## src/rtl/sigma_delta_pkg.sv

```systemverilog
// Shared sizing and saturation helpers for the sigma-delta DAC and decimator paths.
package sigma_delta_pkg;

  function automatic int acc_width(input int decim_log2);
    return 2 * decim_log2 + 1;
  endfunction

  // Positive result is a right shift, negative a left shift.
  function automatic int scale_shift(input int decim_log2, input int data_n);
    return 2 * decim_log2 - data_n;
  endfunction

  function automatic logic [31:0] saturate(input logic [31:0] value, input int data_n);
    logic [31:0] max_val;
    max_val = (32'd1 << data_n) - 32'd1;
    return (value > max_val) ? max_val : value;
  endfunction

endpackage

```

## src/rtl/sd_sample_buffer.sv

```systemverilog
// One-entry valid/ready holding register; a sample arriving while the entry is
// occupied and not being consumed is dropped and latches a sticky overrun flag.
module sd_sample_buffer #(
  parameter int WIDTH = 8
) (
  input  logic             clk,
  input  logic             reset,
  input  logic             push,
  input  logic [WIDTH-1:0] push_data,
  output logic [WIDTH-1:0] data,
  output logic             valid,
  input  logic             ready,
  output logic             overrun
);

  always_ff @(posedge clk) begin
    if (reset) begin
      data    <= '0;
      valid   <= 1'b0;
      overrun <= 1'b0;
    end else if (push) begin
      if (!valid || ready) begin
        data  <= push_data;
        valid <= 1'b1;
      end else begin
        overrun <= 1'b1;
      end
    end else if (valid && ready) begin
      valid <= 1'b0;
    end
  end

endmodule

```

## src/rtl/sigma_delta_decimator.sv

```systemverilog
// Second-order CIC decimator: 1-bit stream in, saturated DATA_N-bit samples out
// through a one-entry valid/ready buffer. Sample visible two cycles after frame end.
module sigma_delta_decimator
  import sigma_delta_pkg::*;
#(
  parameter int DATA_N     = 8,
  parameter int DECIM_LOG2 = 4
) (
  input  logic              clk,
  input  logic              reset,
  input  logic              bitIn,
  input  logic              bitValid,
  output logic [DATA_N-1:0] dataOut,
  output logic              dataValid,
  input  logic              dataReady,
  output logic              overrun
);

  localparam int W     = acc_width(DECIM_LOG2);
  localparam int SHIFT = scale_shift(DECIM_LOG2, DATA_N);
  localparam int SH_R  = (SHIFT > 0) ? SHIFT : 0;
  localparam int SH_L  = (SHIFT < 0) ? -SHIFT : 0;

  logic [W-1:0]          int1, int2, int1_next, int2_next;
  logic [W-1:0]          frame_int2, int2_prev, c1_prev, c1, comb_out;
  logic [DECIM_LOG2-1:0] frame_cnt;
  logic                  frame_done, warm, push;
  logic [31:0]           scaled;
  logic [DATA_N-1:0]     sample;

  assign int1_next = int1 + W'(bitIn);
  assign int2_next = int2 + int1_next;

  // All accumulator arithmetic wraps modulo 2^W; the comb differences undo it.
  assign c1       = frame_int2 - int2_prev;
  assign comb_out = c1 - c1_prev;
  assign scaled   = (32'(comb_out) >> SH_R) << SH_L;
  assign sample   = DATA_N'(saturate(scaled, DATA_N));
  assign push     = frame_done && warm;

  always_ff @(posedge clk) begin
    if (reset) begin
      int1       <= '0;
      int2       <= '0;
      frame_cnt  <= '0;
      frame_int2 <= '0;
      frame_done <= 1'b0;
      int2_prev  <= '0;
      c1_prev    <= '0;
      warm       <= 1'b0;
    end else begin
      frame_done <= 1'b0;
      if (bitValid) begin
        int1      <= int1_next;
        int2      <= int2_next;
        frame_cnt <= frame_cnt + DECIM_LOG2'(1);
        if (frame_cnt == '1) begin
          frame_int2 <= int2_next;
          frame_done <= 1'b1;
        end
      end
      // The first comb result after reset lacks history and is not pushed.
      if (frame_done) begin
        int2_prev <= frame_int2;
        c1_prev   <= c1;
        warm      <= 1'b1;
      end
    end
  end

  sd_sample_buffer #(.WIDTH(DATA_N)) u_buffer (
    .clk       (clk),
    .reset     (reset),
    .push      (push),
    .push_data (sample),
    .data      (dataOut),
    .valid     (dataValid),
    .ready     (dataReady),
    .overrun   (overrun)
  );

endmodule
```

## config.mk

```make
export PLATFORM = sky130hd
export DESIGN_NAME = sigma_delta_decimator
export DESIGN_NICKNAME = d
export VERILOG_FILES = /design/src/rtl/sigma_delta_pkg.sv /design/src/rtl/sd_sample_buffer.sv /design/src/rtl/sigma_delta_decimator.sv
export SDC_FILE = /design/constraint.sdc
export NUM_CORES = 1
export LEC_CHECK = 0
export CAP_MARGIN = 15
export CORE_MARGIN = 3
export CORE_UTILIZATION = 60
export DETAILED_ROUTE_END_ITERATION = 12
export GPL_TIMING_DRIVEN = 0
export PLACE_DENSITY = 0.79
export SLEW_MARGIN = 20
export SYNTH_ARGS = -nofsm -noshare
export SYNTH_HDL_FRONTEND = slang
export SYNTH_HIERARCHICAL = 1
export SYNTH_SLANG_ARGS = --single-unit
export TNS_END_PERCENT = 5
```

## constraint.sdc

```tcl
create_clock -name clk -period 3.7 [get_ports clk]
set_input_delay 1.11 -clock clk [delete_from_list [all_inputs] [get_ports clk]]
set_output_delay 1.11 -clock clk [all_outputs]
set_load 0.01 [all_outputs]
```

Word-level counts from Yosys, hierarchy flattened
Cells that the tools add are included.
- bits in registers: 61
- input bits: 5
- output and inout port bits: 10
- logic and storage cells: 36
- add/subtract/negate cells: 5
- $lt $le $gt $ge: 1
- equality and inequality tests: 2
- mux-type cells: 5
- bitwise gates (word level): 2
- reductions and logical operators: 10
- operator list (cell ; count):
    9-bit subtractor ; 2
    9-bit by 1-bit adder with 9-bit output ; 1
    9-bit adder ; 1
    9-bit by 8-bit greater-than comparator with 1-bit output, second input constant ; 1
    8-bit 2-to-1 mux ; 1
    2-bit AND reduction ; 4
    4-bit by 1-bit adder with 4-bit output, second input constant ; 1
    4-bit equality test, second input constant ; 1
    1-bit 2-to-1 mux ; 4
    1-bit logical AND ; 2
    2-bit by 1-bit != test with 1-bit output, second input constant ; 1
    1-bit inverter ; 2
    2-bit nonzero test ; 1
    2-bit OR reduction ; 1
    1-bit logical NOT ; 1
    1-bit logical OR ; 1

Depth between registers and ports, before layout
- word-level depth: 4
- depth in mapped cells: 17
- depth with buffers taken out: 16

Hierarchy
Netlist, hierarchy kept.
- by module, submodules not included (module ; instances ; cells an instance ; area an instance (um^2) ; seq. area each (um^2)):
    sigma_delta_decimator ; 1 ; 353 ; 3072.9 ; 1021.0
    sd_sample_buffer ; 1 ; 42 ; 435.4 ; 200.2

Least setup slack after synthesis
No wires, ideal clock.
- path type: in2reg
- start: in bitIn
- end: reg int2[7]
- setup time: 0.150 ns
- arrival time: 2.946 ns
- data required time: 3.550 ns
- path slack: 0.604 ns
- cell stages on the path: 9
- buffers on the path: 0
- cells stage by stage: ha_1 > ha_1 > ha_1 > a21o_1 > a21oi_1 > o21ai_0 > o41ai_1 > xor2_1 > a211oi_1
- word-level cells in the longest chain between the ends: 2
- RTL lines (what ; line ; source):
    start, declared ; sigma_delta_decimator.sv:11 ; input logic bitIn,
    9-bit by 1-bit adder with 9-bit output ; sigma_delta_decimator.sv:31 ; assign int1_next = int1 + W'(bitIn);
    via int1_next[1] ; sigma_delta_decimator.sv:24 ; logic [W-1:0] int1, int2, int1_next, int2_next;
    9-bit adder ; sigma_delta_decimator.sv:32 ; assign int2_next = int2 + int1_next;
    end signal, assigned ; sigma_delta_decimator.sv:55 ; int2 <= int2_next;
    end, declared ; sigma_delta_decimator.sv:24 ;
The timed path passes the listed nets, and every way through them passes these cells.
A chain may end at the register's enable or synchronous reset.

Worst setup path in the final report
Ends and elaborated chain as after synthesis.

==> metrics.txt <==
# TYPE chip_impl_metric gauge
chip_impl_info{name="result_of_the_run",value="complete, no violations"} 1
chip_impl_metric{name="ctsHoldBuffers",unit=""} 0
chip_impl_metric{name="cts_inserted_buffers",unit=""} 9
chip_impl_metric{name="achievable-frequency",unit="MHz"} 287
chip_impl_metric{name="mappedNetlistNets",unit=""} 430
chip_impl_metric{name="vias",unit=""} 2660
chip_impl_info{name="critical_path.reg2reg.endpoint",value="u_buffer/data[5]$_SDFFE_PP0P_"} 1
chip_impl_metric{name="gp_routability_congestion",unit=""} 0.801
chip_impl_metric{name="finalMaxSlewViolations",unit=""} 0
chip_impl_metric{name="core_region_area",unit="um^2"} 5570
chip_impl_metric{name="grt_pass1_vias",unit=""} 2609
chip_impl_metric{name="std_cell_rows",unit=""} 27
chip_impl_metric{name="report.final.hold_viol_count",unit=""} 0
chip_impl_metric{name="drt_pass1_iterations",unit=""} 4
chip_impl_info{name="worst_path_max_delay_cell",value="sky130_fd_sc_hd__clkdlybuf4s50_1"} 1
chip_impl_info{name="cts_tree",value="done"} 1
chip_impl_info{name="layout.cells.most_common",value="sky130_fd_sc_hd__dfxtp_1"} 1
chip_impl_metric{name="hpwlAfterDp",unit="um"} 5000
chip_impl_metric{name="asyncSetResetFlopFracSynth",unit="%"} 0
chip_impl_metric{name="power.share.clock",unit="%"} 47.6
chip_impl_metric{name="clkTransAtPathRegs",unit="ns"} 0.07
chip_impl_metric{name="design_power_total",unit="mW"} 1.40
chip_impl_metric{name="wire_per_inst",unit="um"} 13.4
chip_impl_metric{name="post_drt_via_cell_ratio",unit=""} 5.36
chip_impl_metric{name="num_io_pins",unit=""} 15
chip_impl_metric{name="power_per_cell_area",unit="nW/um^2"} 355
chip_impl_info{name="rsz0062_at_grt",value="false"} 1
chip_impl_metric{name="die_y",unit="um"} 82.5
chip_impl_metric{name="first_pass_grt_wire_length",unit="um"} 11700
chip_impl_info{name="worstHoldEndpoint",value="u_buffer/data[6]$_SDFFE_PP0P_"} 1
chip_impl_info{name="timing.critical_path.mode_cell",value="sky130_fd_sc_hd__ha_1"} 1
chip_impl_metric{name="power_frac_seq",unit="%"} 47.8
chip_impl_metric{name="syn-instance-count",unit=""} 395
chip_impl_metric{name="layout_setup_ws",unit="ns"} 0.215
chip_impl_metric{name="antenna_found_initial",unit=""} 0
chip_impl_info{name="most-common-layout-cells",value="sky130_fd_sc_hd__dfxtp_1, sky130_fd_sc_hd__nor2_1, sky130_fd_sc_hd__mux2i_1"} 1
chip_impl_metric{name="synth_seq_cells",unit=""} 61
chip_impl_metric{name="final_area",unit="um^2"} 3950
chip_impl_metric{name="vdd.ir_drop.worst",unit="mV"} 0.241
chip_impl_info{name="synth_ff_type",value="sky130_fd_sc_hd__dfxtp_1"} 1
chip_impl_metric{name="synth.yosys.seq_area_share",unit="%"} 34.8
chip_impl_info{name="clock-root-buffer",value="sky130_fd_sc_hd__clkbuf_8"} 1
chip_impl_metric{name="cp_num_buf_inv",unit=""} 1
chip_impl_info{name="cp-start-kind",value="primary input"} 1
chip_impl_metric{name="nNetsFinal",unit=""} 454
chip_impl_metric{name="grt_remaining_overflow",unit=""} 0
chip_impl_metric{name="drc",unit=""} 0
chip_impl_metric{name="clkLatencyLatePin",unit="ns"} 0.34
chip_impl_metric{name="fin_worst_skew",unit="ns"} 0.00615
chip_impl_metric{name="p_int",unit="mW"} 1.09
chip_impl_metric{name="worst_max_slew_pin_slew",unit="ns"} 0.762
chip_impl_metric{name="drv.max_cap_violation_count",unit=""} 0
chip_impl_metric{name="final-setup-viol-count",unit=""} 0
chip_impl_metric{name="grt_max_degree",unit=""} 12
chip_impl_metric{name="grt_util_all_layers",unit="%"} 22.6
chip_impl_metric{name="critical_path_required",unit="ns"} 3.89
chip_impl_metric{name="largest_fanout_of_any_net_on_the_critical_path",unit=""} 3
chip_impl_metric{name="die_area",unit="um^2"} 6800
chip_impl_metric{name="r2r.worst_path.cells",unit=""} 17
chip_impl_metric{name="final_worst_path_period_need",unit="ns"} 3.48
chip_impl_metric{name="cts_sinks",unit=""} 61
chip_impl_metric{name="die_width",unit="um"} 82.5
chip_impl_metric{name="cts.repair_timing.setup_buffer_count",unit=""} 0
chip_impl_info{name="path_cells",value="clkdlybuf4s50_1 > ha_1 > ha_1 > ha_1 > a21o_1 > a21oi_1 > o21ai_0 > o41ai_1 > xor2_1 > a211oi_1"} 1
chip_impl_info{name="timing.rr.start",value="frame_int2[0]$_SDFFE_PP0P_"} 1
chip_impl_metric{name="dpl-instance-area",unit="um^2"} 3730
chip_impl_metric{name="placement.io_buffers",unit=""} 13
chip_impl_metric{name="layout-drive-gt1-share",unit="%"} 6.84
chip_impl_metric{name="cts-root-to-sink-buffers",unit=""} 2
chip_impl_metric{name="netlist_area_before_placement",unit="um^2"} 3510
chip_impl_metric{name="final_cell_count_no_fill",unit=""} 496
chip_impl_metric{name="p_comb_share",unit="%"} 4.6
chip_impl_metric{name="r2r_setup_slack",unit="ns"} 0.40
chip_impl_info{name="critPathKind",value="in2reg"} 1
chip_impl_info{name="hold_path_startpoint",value="u_buffer/data[6]$_SDFFE_PP0P_"} 1
chip_impl_metric{name="first_drt_iteration_drcs",unit=""} 71
chip_impl_metric{name="numPlacedInstances",unit=""} 480
chip_impl_metric{name="synth_edf_count",unit=""} 0
chip_impl_info{name="critPathCaptureType",value="flop"} 1
chip_impl_metric{name="power.share.switching",unit="%"} 22.5
chip_impl_metric{name="yosys.cell_types.count",unit=""} 48
chip_impl_metric{name="critical_path_max_stage_delay",unit="ns"} 0.43
chip_impl_metric{name="sum_of_negative_setup_slack",unit="ns"} 0
chip_impl_metric{name="post-route-period-util",unit="%"} 94.2
chip_impl_metric{name="syn_avg_cell_area",unit="um^2"} 8.88
chip_impl_info{name="cp_top_family",value="compound AO/OA/AOI/OAI gates"} 1
chip_impl_metric{name="cts-resized-gates",unit=""} 0
chip_impl_metric{name="switching_power",unit="mW"} 0.315
chip_impl_metric{name="ys_warns",unit=""} 6
chip_impl_metric{name="antennaDiodeCount",unit=""} 0
chip_impl_metric{name="worst_ep_arrival_time",unit="ns"} 3.68
chip_impl_metric{name="min_path_cells",unit=""} 2
chip_impl_metric{name="max_slew_margin",unit="%"} 49.2
chip_impl_metric{name="starting_density",unit="%"} 62.9
chip_impl_metric{name="cellLeakagePower",unit="nW"} 1.53
chip_impl_metric{name="placement.setup.worst_slack",unit="ns"} -0.135
chip_impl_metric{name="drt_wl_total",unit="um"} 6650
chip_impl_metric{name="cts-htree-levels",unit=""} 3
chip_impl_metric{name="synth_to_final_area_change",unit="%"} 12.7
chip_impl_info{name="worstHoldPathType",value="reg2reg"} 1
chip_impl_metric{name="final_antenna_net_count",unit=""} 0
## power groups by stage
stage | clock network [mW] | logic (mW) | registers, mW
final | 0.667 | 0.0640 | 0.671
after global routing | 0.709 | 0.0718 | 0.671
after CTS | 0.677 | 0.0651 | 0.671
after detailed placement | 0 | 0.0638 | 0.686
after global placement | 0 | 0.0606 | 0.685
after floorplan | 0 | 0.0446 | 0.684
## flip-flops by register name, summed over array words and instances (netlist names)
| signal | cells |
|---|---|
| frame_done | 1 |
| int2_prev | 9 |
| u_buffer/valid | 1 |
| int2 | 9 |
| c1_prev | 9 |
| frame_int2 | 9 |
| frame_cnt | 4 |
| u_buffer/data | 8 |
| warm | 1 |
| u_buffer/overrun | 1 |
| int1 | 9 |
## through the flow
stage          utilization (%)  hold slack (ns)
6_report                  70.9            0.472
5_1_grt                   70.9            0.498
4_1_cts                   70.9            0.475
3_5_place_dp              66.9            0.462
3_3_place_gp              66.9            0.440
2_1_floorplan                -            0.432
## layer usage
layer | vias to the layer above | track usage, % | share of wire, %
li1 | 1380 | - | -
met2 | 35 | 39.5 | 49
met3 | 10 | 6.18 | 3.5
met4 | 0 | 6.48 | 1.2
met5 | - | 0 | 0
met1 | 1235 | 26.9 | 46
## worst max-delay path by stage
| stage | from | to | cells after the start | slack (ns) |
|---|---|---|---|---|
| after floorplan | bitIn | int2[7]$_SDFFE_PP0P_ | 9 | 0.60 |
| after global placement | bitIn | int2[7]$_SDFFE_PP0P_ | 10 | -0.08 |
| after detailed placement | bitIn | int2[7]$_SDFFE_PP0P_ | 10 | -0.13 |
| after CTS | bitIn | int2[8]$_SDFFE_PP0P_ | 10 | 0.19 |
| after global routing | bitIn | int2[7]$_SDFFE_PP0P_ | 10 | 0.02 |
| final | bitIn | int2[7]$_SDFFE_PP0P_ | 10 | 0.22 |
## cell usage after synthesis, types with 5 or more instances
| cell | count | area, um^2 |
|---|---|---|
| sky130_fd_sc_hd__o21ai_0 | 8 | 40.0 |
| sky130_fd_sc_hd__dfxtp_1 | 61 | 1220 |
| sky130_fd_sc_hd__ha_1 | 27 | 338 |
| sky130_fd_sc_hd__nand2_1 | 26 | 97.6 |
| sky130_fd_sc_hd__inv_1 | 23 | 86.3 |
| sky130_fd_sc_hd__mux2i_1 | 32 | 320 |
| sky130_fd_sc_hd__nand2b_1 | 20 | 125 |
| sky130_fd_sc_hd__clkbuf_1 | 14 | 52.6 |
| sky130_fd_sc_hd__nor3_1 | 6 | 30.0 |
| sky130_fd_sc_hd__a21oi_1 | 15 | 75.1 |
| sky130_fd_sc_hd__nand3_1 | 5 | 25.0 |
| sky130_fd_sc_hd__a211oi_1 | 8 | 60.1 |
| sky130_fd_sc_hd__xor2_1 | 23 | 201 |
| sky130_fd_sc_hd__nor2_1 | 56 | 210 |
| sky130_fd_sc_hd__xnor2_1 | 14 | 123 |
## cell type report
type	instances	area (um^2)
sequential	61	1220
tap	72	90.1
multi-input combinational	294	2120
inverter	23	86.3
clock inverter	6	86.3
fill	450	1620
timing repair buffer	13	130
buffer	17	80.1
clock buffer	10	138
## worst min-delay path, delay by kind of cell, from the launching register on
kind,cells,cell delay [ns]
and+or+nand+nor,1,0.06
DFF,1,0.31
muxes,1,0.06
## kinds of logic (layout without fill, tap and decap cells)
kind of cell | count (synthesis) | in the layout | share of synthesized area [%]
simple gates | 134 | 134 | 18.2
flops | 61 | 61 | 34.8
compound gates | 60 | 60 | 11.8
buf+inv | 40 | 69 | 4.74
xor+xnor | 38 | 38 | 9.91
mux | 32 | 32 | 9.13
fa+ha+maj | 30 | 30 | 11.3
Power figures use the tool's default switching activity.
